<file path="src/rtl/strand_complement_arbiter_if.sv">
// Requester-side and result-side handshake bundle for the shared complement engine.
interface strand_complement_arbiter_if #(
  parameter int unsigned R = 4,
  parameter int unsigned N = 4
);
  localparam int unsigned WW  = 2 * N;
  localparam int unsigned IDW = (R > 1) ? $clog2(R) : 1;

  logic [R-1:0]    req_valid;
  logic [R-1:0]    req_last;
  logic [R*WW-1:0] req_word;
  logic [R-1:0]    req_rev;
  logic [R-1:0]    req_ready;
  logic            out_valid;
  logic            out_ready;
  logic [WW-1:0]   out_word;
  logic [IDW-1:0]  out_id;
  logic            out_last;

  modport slave (
    input  req_valid, req_last, req_word, req_rev, out_ready,
    output req_ready, out_valid, out_word, out_id, out_last
  );

  modport master (
    output req_valid, req_last, req_word, req_rev, out_ready,
    input  req_ready, out_valid, out_word, out_id, out_last
  );
endinterface

</file>
<file path="src/rtl/strand_complement_arbiter.sv">
// Round-robin burst arbiter feeding one registered DNA digit (reverse-)complement stage.
module strand_complement_arbiter #(
  parameter int unsigned R  = 4,
  parameter int unsigned N  = 4,
  parameter int unsigned CW = 16
) (
  input  logic                        clk,
  input  logic                        rst,
  strand_complement_arbiter_if.slave  bus,
  output logic                        busy,
  output logic [CW-1:0]               word_cnt
);
  localparam int unsigned WW  = 2 * N;
  localparam int unsigned IDW = (R > 1) ? $clog2(R) : 1;

  localparam logic [0:0] S_IDLE  = 1'b0;
  localparam logic [0:0] S_SERVE = 1'b1;

  logic [0:0]     state_q, state_d;
  logic [IDW-1:0] rr_ptr_q, rr_ptr_d;
  logic [IDW-1:0] grant_q, grant_d;
  logic           rev_q, rev_d;
  logic           out_valid_q, out_valid_d;
  logic [WW-1:0]  out_word_q, out_word_d;
  logic [IDW-1:0] out_id_q, out_id_d;
  logic           out_last_q, out_last_d;
  logic [CW-1:0]  cnt_q, cnt_d;
  logic           busy_q, busy_d;

  logic           hit_c;
  logic [IDW-1:0] pick_c;
  int unsigned    idx_c;
  logic [WW-1:0]  word_c;
  logic           valid_c;
  logic           last_c;
  logic [WW-1:0]  cplx_c;
  logic [R-1:0]   ready_c;
  logic           accept_c;

  // First requesting index at or after rr_ptr, wrapping modulo R
  always_comb begin
    hit_c  = 1'b0;
    pick_c = '0;
    idx_c  = 0;
    for (int unsigned i = 0; i < R; i++) begin
      idx_c = (32'(rr_ptr_q) + i) % R;
      if (!hit_c && bus.req_valid[IDW'(idx_c)]) begin
        hit_c  = 1'b1;
        pick_c = IDW'(idx_c);
      end
    end
  end

  // Granted lane select
  always_comb begin
    word_c  = '0;
    valid_c = 1'b0;
    last_c  = 1'b0;
    for (int unsigned i = 0; i < R; i++) begin
      if (grant_q == IDW'(i)) begin
        word_c  = bus.req_word[i*WW +: WW];
        valid_c = bus.req_valid[i];
        last_c  = bus.req_last[i];
      end
    end
  end

  // Per-digit complement flips bit0; rev_q mirrors the digit order
  always_comb begin
    cplx_c = '0;
    for (int unsigned k = 0; k < N; k++) begin
      cplx_c[2*k +: 2] = (rev_q ? word_c[2*(N-1-k) +: 2] : word_c[2*k +: 2]) ^ 2'b01;
    end
  end

  always_comb begin
    ready_c = '0;
    if (rst && (state_q == S_SERVE)) begin
      ready_c[grant_q] = !out_valid_q || bus.out_ready;
    end
    accept_c = (state_q == S_SERVE) && valid_c && ready_c[grant_q];
  end

  always_comb begin
    state_d     = state_q;
    rr_ptr_d    = rr_ptr_q;
    grant_d     = grant_q;
    rev_d       = rev_q;
    out_valid_d = out_valid_q;
    out_word_d  = out_word_q;
    out_id_d    = out_id_q;
    out_last_d  = out_last_q;
    cnt_d       = cnt_q;

    case (state_q)
      S_IDLE: begin
        if (hit_c) begin
          grant_d = pick_c;
          rev_d   = bus.req_rev[pick_c];
          state_d = S_SERVE;
        end
      end
      S_SERVE: begin
        if (accept_c && last_c) begin
          state_d  = S_IDLE;
          rr_ptr_d = IDW'((32'(grant_q) + 1) % R);
        end
      end
      default: state_d = S_IDLE;
    endcase

    // A new accept reloads the register even while the old word drains
    if (accept_c) begin
      out_valid_d = 1'b1;
      out_word_d  = cplx_c;
      out_id_d    = grant_q;
      out_last_d  = last_c;
      cnt_d       = cnt_q + CW'(1);
    end else if (out_valid_q && bus.out_ready) begin
      out_valid_d = 1'b0;
    end

    busy_d = (state_d == S_SERVE) || out_valid_d;
  end

  always_ff @(posedge clk) begin
    if (!rst) begin
      state_q     <= S_IDLE;
      rr_ptr_q    <= '0;
      grant_q     <= '0;
      rev_q       <= 1'b0;
      out_valid_q <= 1'b0;
      out_word_q  <= '0;
      out_id_q    <= '0;
      out_last_q  <= 1'b0;
      cnt_q       <= '0;
      busy_q      <= 1'b0;
    end else begin
      state_q     <= state_d;
      rr_ptr_q    <= rr_ptr_d;
      grant_q     <= grant_d;
      rev_q       <= rev_d;
      out_valid_q <= out_valid_d;
      out_word_q  <= out_word_d;
      out_id_q    <= out_id_d;
      out_last_q  <= out_last_d;
      cnt_q       <= cnt_d;
      busy_q      <= busy_d;
    end
  end

  assign bus.req_ready = ready_c;
  assign bus.out_valid = out_valid_q;
  assign bus.out_word  = out_word_q;
  assign bus.out_id    = out_id_q;
  assign bus.out_last  = out_last_q;
  assign busy          = busy_q;
  assign word_cnt      = cnt_q;

endmodule

</file>
<file path="src/flat_wrapper.sv">
// flat-port wrapper written by rule: the top's interface ports become plain ports
module strand_complement_arbiter_flat 
#(
  parameter int unsigned R  = 4,
  parameter int unsigned N  = 4,
  parameter int unsigned CW = 16
)
  (clk, rst, busy, word_cnt, bus_req_valid, bus_req_last, bus_req_word, bus_req_rev, bus_out_ready, bus_req_ready, bus_out_valid, bus_out_word, bus_out_id, bus_out_last);
  strand_complement_arbiter_if #(.R(R), .N(N)) bus_i ();
  input  logic clk;
  input  logic rst;
  output logic busy;
  output logic [CW-1:0] word_cnt;
  input wire logic [$bits(bus_i.req_valid)-1:0] bus_req_valid;
  input wire logic [$bits(bus_i.req_last)-1:0] bus_req_last;
  input wire logic [$bits(bus_i.req_word)-1:0] bus_req_word;
  input wire logic [$bits(bus_i.req_rev)-1:0] bus_req_rev;
  input wire logic [$bits(bus_i.out_ready)-1:0] bus_out_ready;
  output wire logic [$bits(bus_i.req_ready)-1:0] bus_req_ready;
  output wire logic [$bits(bus_i.out_valid)-1:0] bus_out_valid;
  output wire logic [$bits(bus_i.out_word)-1:0] bus_out_word;
  output wire logic [$bits(bus_i.out_id)-1:0] bus_out_id;
  output wire logic [$bits(bus_i.out_last)-1:0] bus_out_last;
  assign bus_i.req_valid = bus_req_valid;
  assign bus_i.req_last = bus_req_last;
  assign bus_i.req_word = bus_req_word;
  assign bus_i.req_rev = bus_req_rev;
  assign bus_i.out_ready = bus_out_ready;
  assign bus_req_ready = bus_i.req_ready;
  assign bus_out_valid = bus_i.out_valid;
  assign bus_out_word = bus_i.out_word;
  assign bus_out_id = bus_i.out_id;
  assign bus_out_last = bus_i.out_last;
  strand_complement_arbiter #(.R(R), .N(N), .CW(CW)) u_core (.clk(clk), .rst(rst), .bus(bus_i), .busy(busy), .word_cnt(word_cnt));
endmodule
</file>
<file path="config.mk">
export PLATFORM = sky130hd
export DESIGN_NAME = strand_complement_arbiter_flat
export DESIGN_NICKNAME = d
export VERILOG_FILES = /design/src/rtl/strand_complement_arbiter_if.sv /design/src/rtl/strand_complement_arbiter.sv /design/src/flat_wrapper.sv
export SDC_FILE = /design/constraint.sdc
export NUM_CORES = 1
export LEC_CHECK = 0
export BUFFER_PORTS_ARGS = -buffer_cell sky130_fd_sc_hd__buf_2
export CAP_MARGIN = 20
export CORE_ASPECT_RATIO = 0.9
export CORE_MARGIN = 5
export CORE_UTILIZATION = 48
export CTS_CLUSTER_SIZE = 24
export DETAILED_ROUTE_END_ITERATION = 6
export PLACE_DENSITY = 0.87
export REMOVE_ABC_BUFFERS = 1
export SETUP_SLACK_MARGIN = 0.3
export SYNTH_ARGS = -nofsm -noshare
export SYNTH_HDL_FRONTEND = slang
export SYNTH_SLANG_ARGS = --single-unit
</file>
<file path="constraint.sdc">
create_clock -name clk -period 3.3 [get_ports clk]
set_input_delay 0.165 -clock clk [delete_from_list [all_inputs] [get_ports clk]]
set_output_delay 0.165 -clock clk [all_outputs]
set_load 0.01 [all_outputs]
</file>
==> flow_metrics.tcl <==
set metrics [dict create \
    arrival_ns 2.89 \
    setup_viol 0 \
    worst_setup_path_start_kind "register" \
    ys_seq_area_share_pct 36.4 \
    hpwl_mm 4.04 \
    clockBufferDepth 2 \
    post-route-period-util_pct 81.3 \
    core_um2 3780 \
    fillerInstances 330 \
    period_needed_ns 2.68 \
    cts_buffers 5 \
    chipHeight_um 70.1 \
    crit_path_end_kind "register" \
    insertion_delay_ns 0.29 \
    syn_inst 244 \
    worstPathRequired_ns 3.51 \
    power_density_nw_per_um2 425 \
    root_buffer "clkbuf_8" \
    holdWs_ns 0.170 \
    max_freq_ghz 0.373 \
    routabilityCongestion 0.821 \
    synth_area_um2 1920 \
    irDropWorstVdd_v 0.000267 \
    synthFlopType "dfxtp_1" \
    die_area_um2 5370 \
    worst_slew_pin_slew_ns 1.00 \
    dr_wl_met3_um 542 \
    fin_skew_ns 0.00868 \
    grt_max_degree 32 \
    drv_cap 0 \
    syn_to_final_growth_pct 27.1 \
    ys_ff_latch 35 \
    yosysTopAreaCell "dfxtp_1" \
    ys_warn_count 0 \
    synth-edff-count 0 \
    p_leak_uw 0.00107 \
    fin_area_um2 2440 \
    ios 80 \
    relSlewSlack_pct 33.1 \
    hold_violations 0 \
    critPathMaxFanout 9 \
    port_buffers 79 \
    die_w_um 76.7 \
    cts_sinks 35 \
    drt_wl_total_mm 5.29 \
    drc 0 \
    rsz0062_at_grt "no" \
    yosys.area.top_type_share_pct 36.4 \
    yosys-top-cells-area "dfxtp_1, a21oi_1, nand2_1, a221oi_1, nor2_1" \
    final_layout_size_suffix_gt1_share_pct 30.0 \
    path_clk_slew_ns 0.07 \
    syn_area_per_cell_um2 7.88 \
    htree_levels 2 \
    wl_met1_mm 2.23 \
    num-nets-final 371 \
    grt.total_usage_pct 19.6 \
    initial_core_util_pct 50.8 \
    yosysMostFrequentCell "dfxtp_1" \
    drt-pass1-iter-count 4 \
    status "finished clean" \
    drv_slew 0 \
    cts_tree "built" \
    synthArstFlopShare_pct 0 \
    post_drt_via_cell_ratio 5.67 \
    gr-total-overflow 0 \
    yosys-top-cells-count "dfxtp_1, a21oi_1, nand2_1" \
    dpl_cell_area_um2 2340 \
    path_cells "inv_1 -> ha_1 -> nor3b_1 -> or4_1 -> or4_1 -> or3_1 -> a21oi_1" \
    crit_top_cell "or4_1" \
    critPathSlowestCell "or4_1" \
    n_antenna_cell 0 \
    grt_pass1_wl_mm 8.71 \
    grt_pass1_vias 1933 \
    drtIter0Drc 81 \
    hp-class "input pin to register" \
    cts_setup_buffers 0 \
    routed-wl-met2_mm 2.37 \
    crit_type "register to register" \
    wire_per_inst_um 14.5 \
    critPathMaxStageDelay_ns 0.66 \
    highest_layer "met4" \
    setup_tns_ns 0 \
    ys_types 41 \
    vias 2074 \
    antenna_found_initial 0 \
    num_rows 21 \
    final_antenna_net_count 0 \
]
## timing repair
item / CTS / global route
gates resized for setup: 0 / 2
setup endpoints to repair: 0 / 21
hold buffers: 0 / 0
## path summary, 6_finish.rpt
kind	slack, ns	end	cells after the start	from
worst min register to register	0.45	u_core.bus.out_word[1]$_SDFFE_PN0P_	2	u_core.bus.out_word[1]$_SDFFE_PN0P_
worst min-delay path	0.17	u_core.word_cnt[15]$_SDFFE_PN0P_	2	rst
worst max register to register	0.62	u_core.word_cnt[13]$_SDFFE_PN0P_	7	u_core.grant_q[0]$_SDFFE_PN0P_
worst max-delay path	0.62	u_core.word_cnt[13]$_SDFFE_PN0P_	7	u_core.grant_q[0]$_SDFFE_PN0P_
## registers in the layout, indices dropped and copies added (netlist names), 2 cells and up
name                 flops
u_core.rr_ptr_q          2
u_core.bus.out_id        2
u_core.bus.out_word      8
u_core.grant_q           2
u_core.word_cnt         16
## worst max-delay path: cells and delay by family (launching register included)
family                   cells  cell delay (ns)
AO/OA/AOI/OAI                1             0.14
flip-flops                   1             0.40
buffers and inverters        1             0.08
AND/OR/NAND/NOR              4             1.74
adder cells (fa/ha/maj)      1             0.24
## cell families after synthesis
kind of cell / synth area share (%)
and+or+nand+nor: 25.3
AOI/OAI and AO/OA: 25.4
DFF: 36.4
buffers and inverters: 4.94
adders and majority gates: 3.25
xor gates and xnor gates: 1.82
muxes: 2.80
## per-layer routing
| metal | global-route usage, % | up-vias |
|---|---|---|
| li1 | - | 1047 |
| met1 | 25.6 | 916 |
| met2 | 29.1 | 96 |
| met3 | 5.53 | 15 |
| met4 | 10.3 | 0 |
| met5 | 0 | - |
## placed cells by master, fill, tap and decap left out, drive strengths merged, types with 2 or more instances in the layout
cell	n
a211oi	5
dfxtp	35
or4	3
or2	2
ha	5
o21ai	8
a21o	2
a221oi	9
clkbuf	8
xnor2	4
nor2	21
nor3	11
or3	7
nor2b	4
o31ai	2
nor4	4
nand2	23
inv	10
o22ai	11
mux2i	2
and3	3
nand4	2
and2	4
a211o	4
nand2b	4
and4	2
a21oi	28
buf	81
o21a	2
nand3	4
## where the power goes
group          internal [µW]  leakage [µW]  switching [µW]  total, µW
registers                442      0.000284            19.9        462
clock network            191     0.0000515             154        345
logic                    101      0.000731             129        231
## per-stage QoR
step | instances | utilization (%) | total power, µW | worst slack [ns]
CTS | 366 | 64.4 | 1040 | 0.328
detailed placement | 358 | 61.8 | 699 | 0.412
floorplan | 231 | - | 612 | 0.755
finish | 366 | 64.6 | 1040 | 0.618
global placement | 358 | 61.8 | 692 | 0.603
global route | 366 | 64.6 | 1090 | 0.404
## final cells by class
cell class	instances	area, µm²	area share (%)
Clock buffer	8	100	4.10
Inverter	11	41.3	1.69
Multi-Input combinational cell	185	1130	46.3
Sequential cell	35	702	28.7
Tap cell	46	57.6	2.36
Timing Repair Buffer	81	410	16.8
Power figures use the tool's default switching activity.
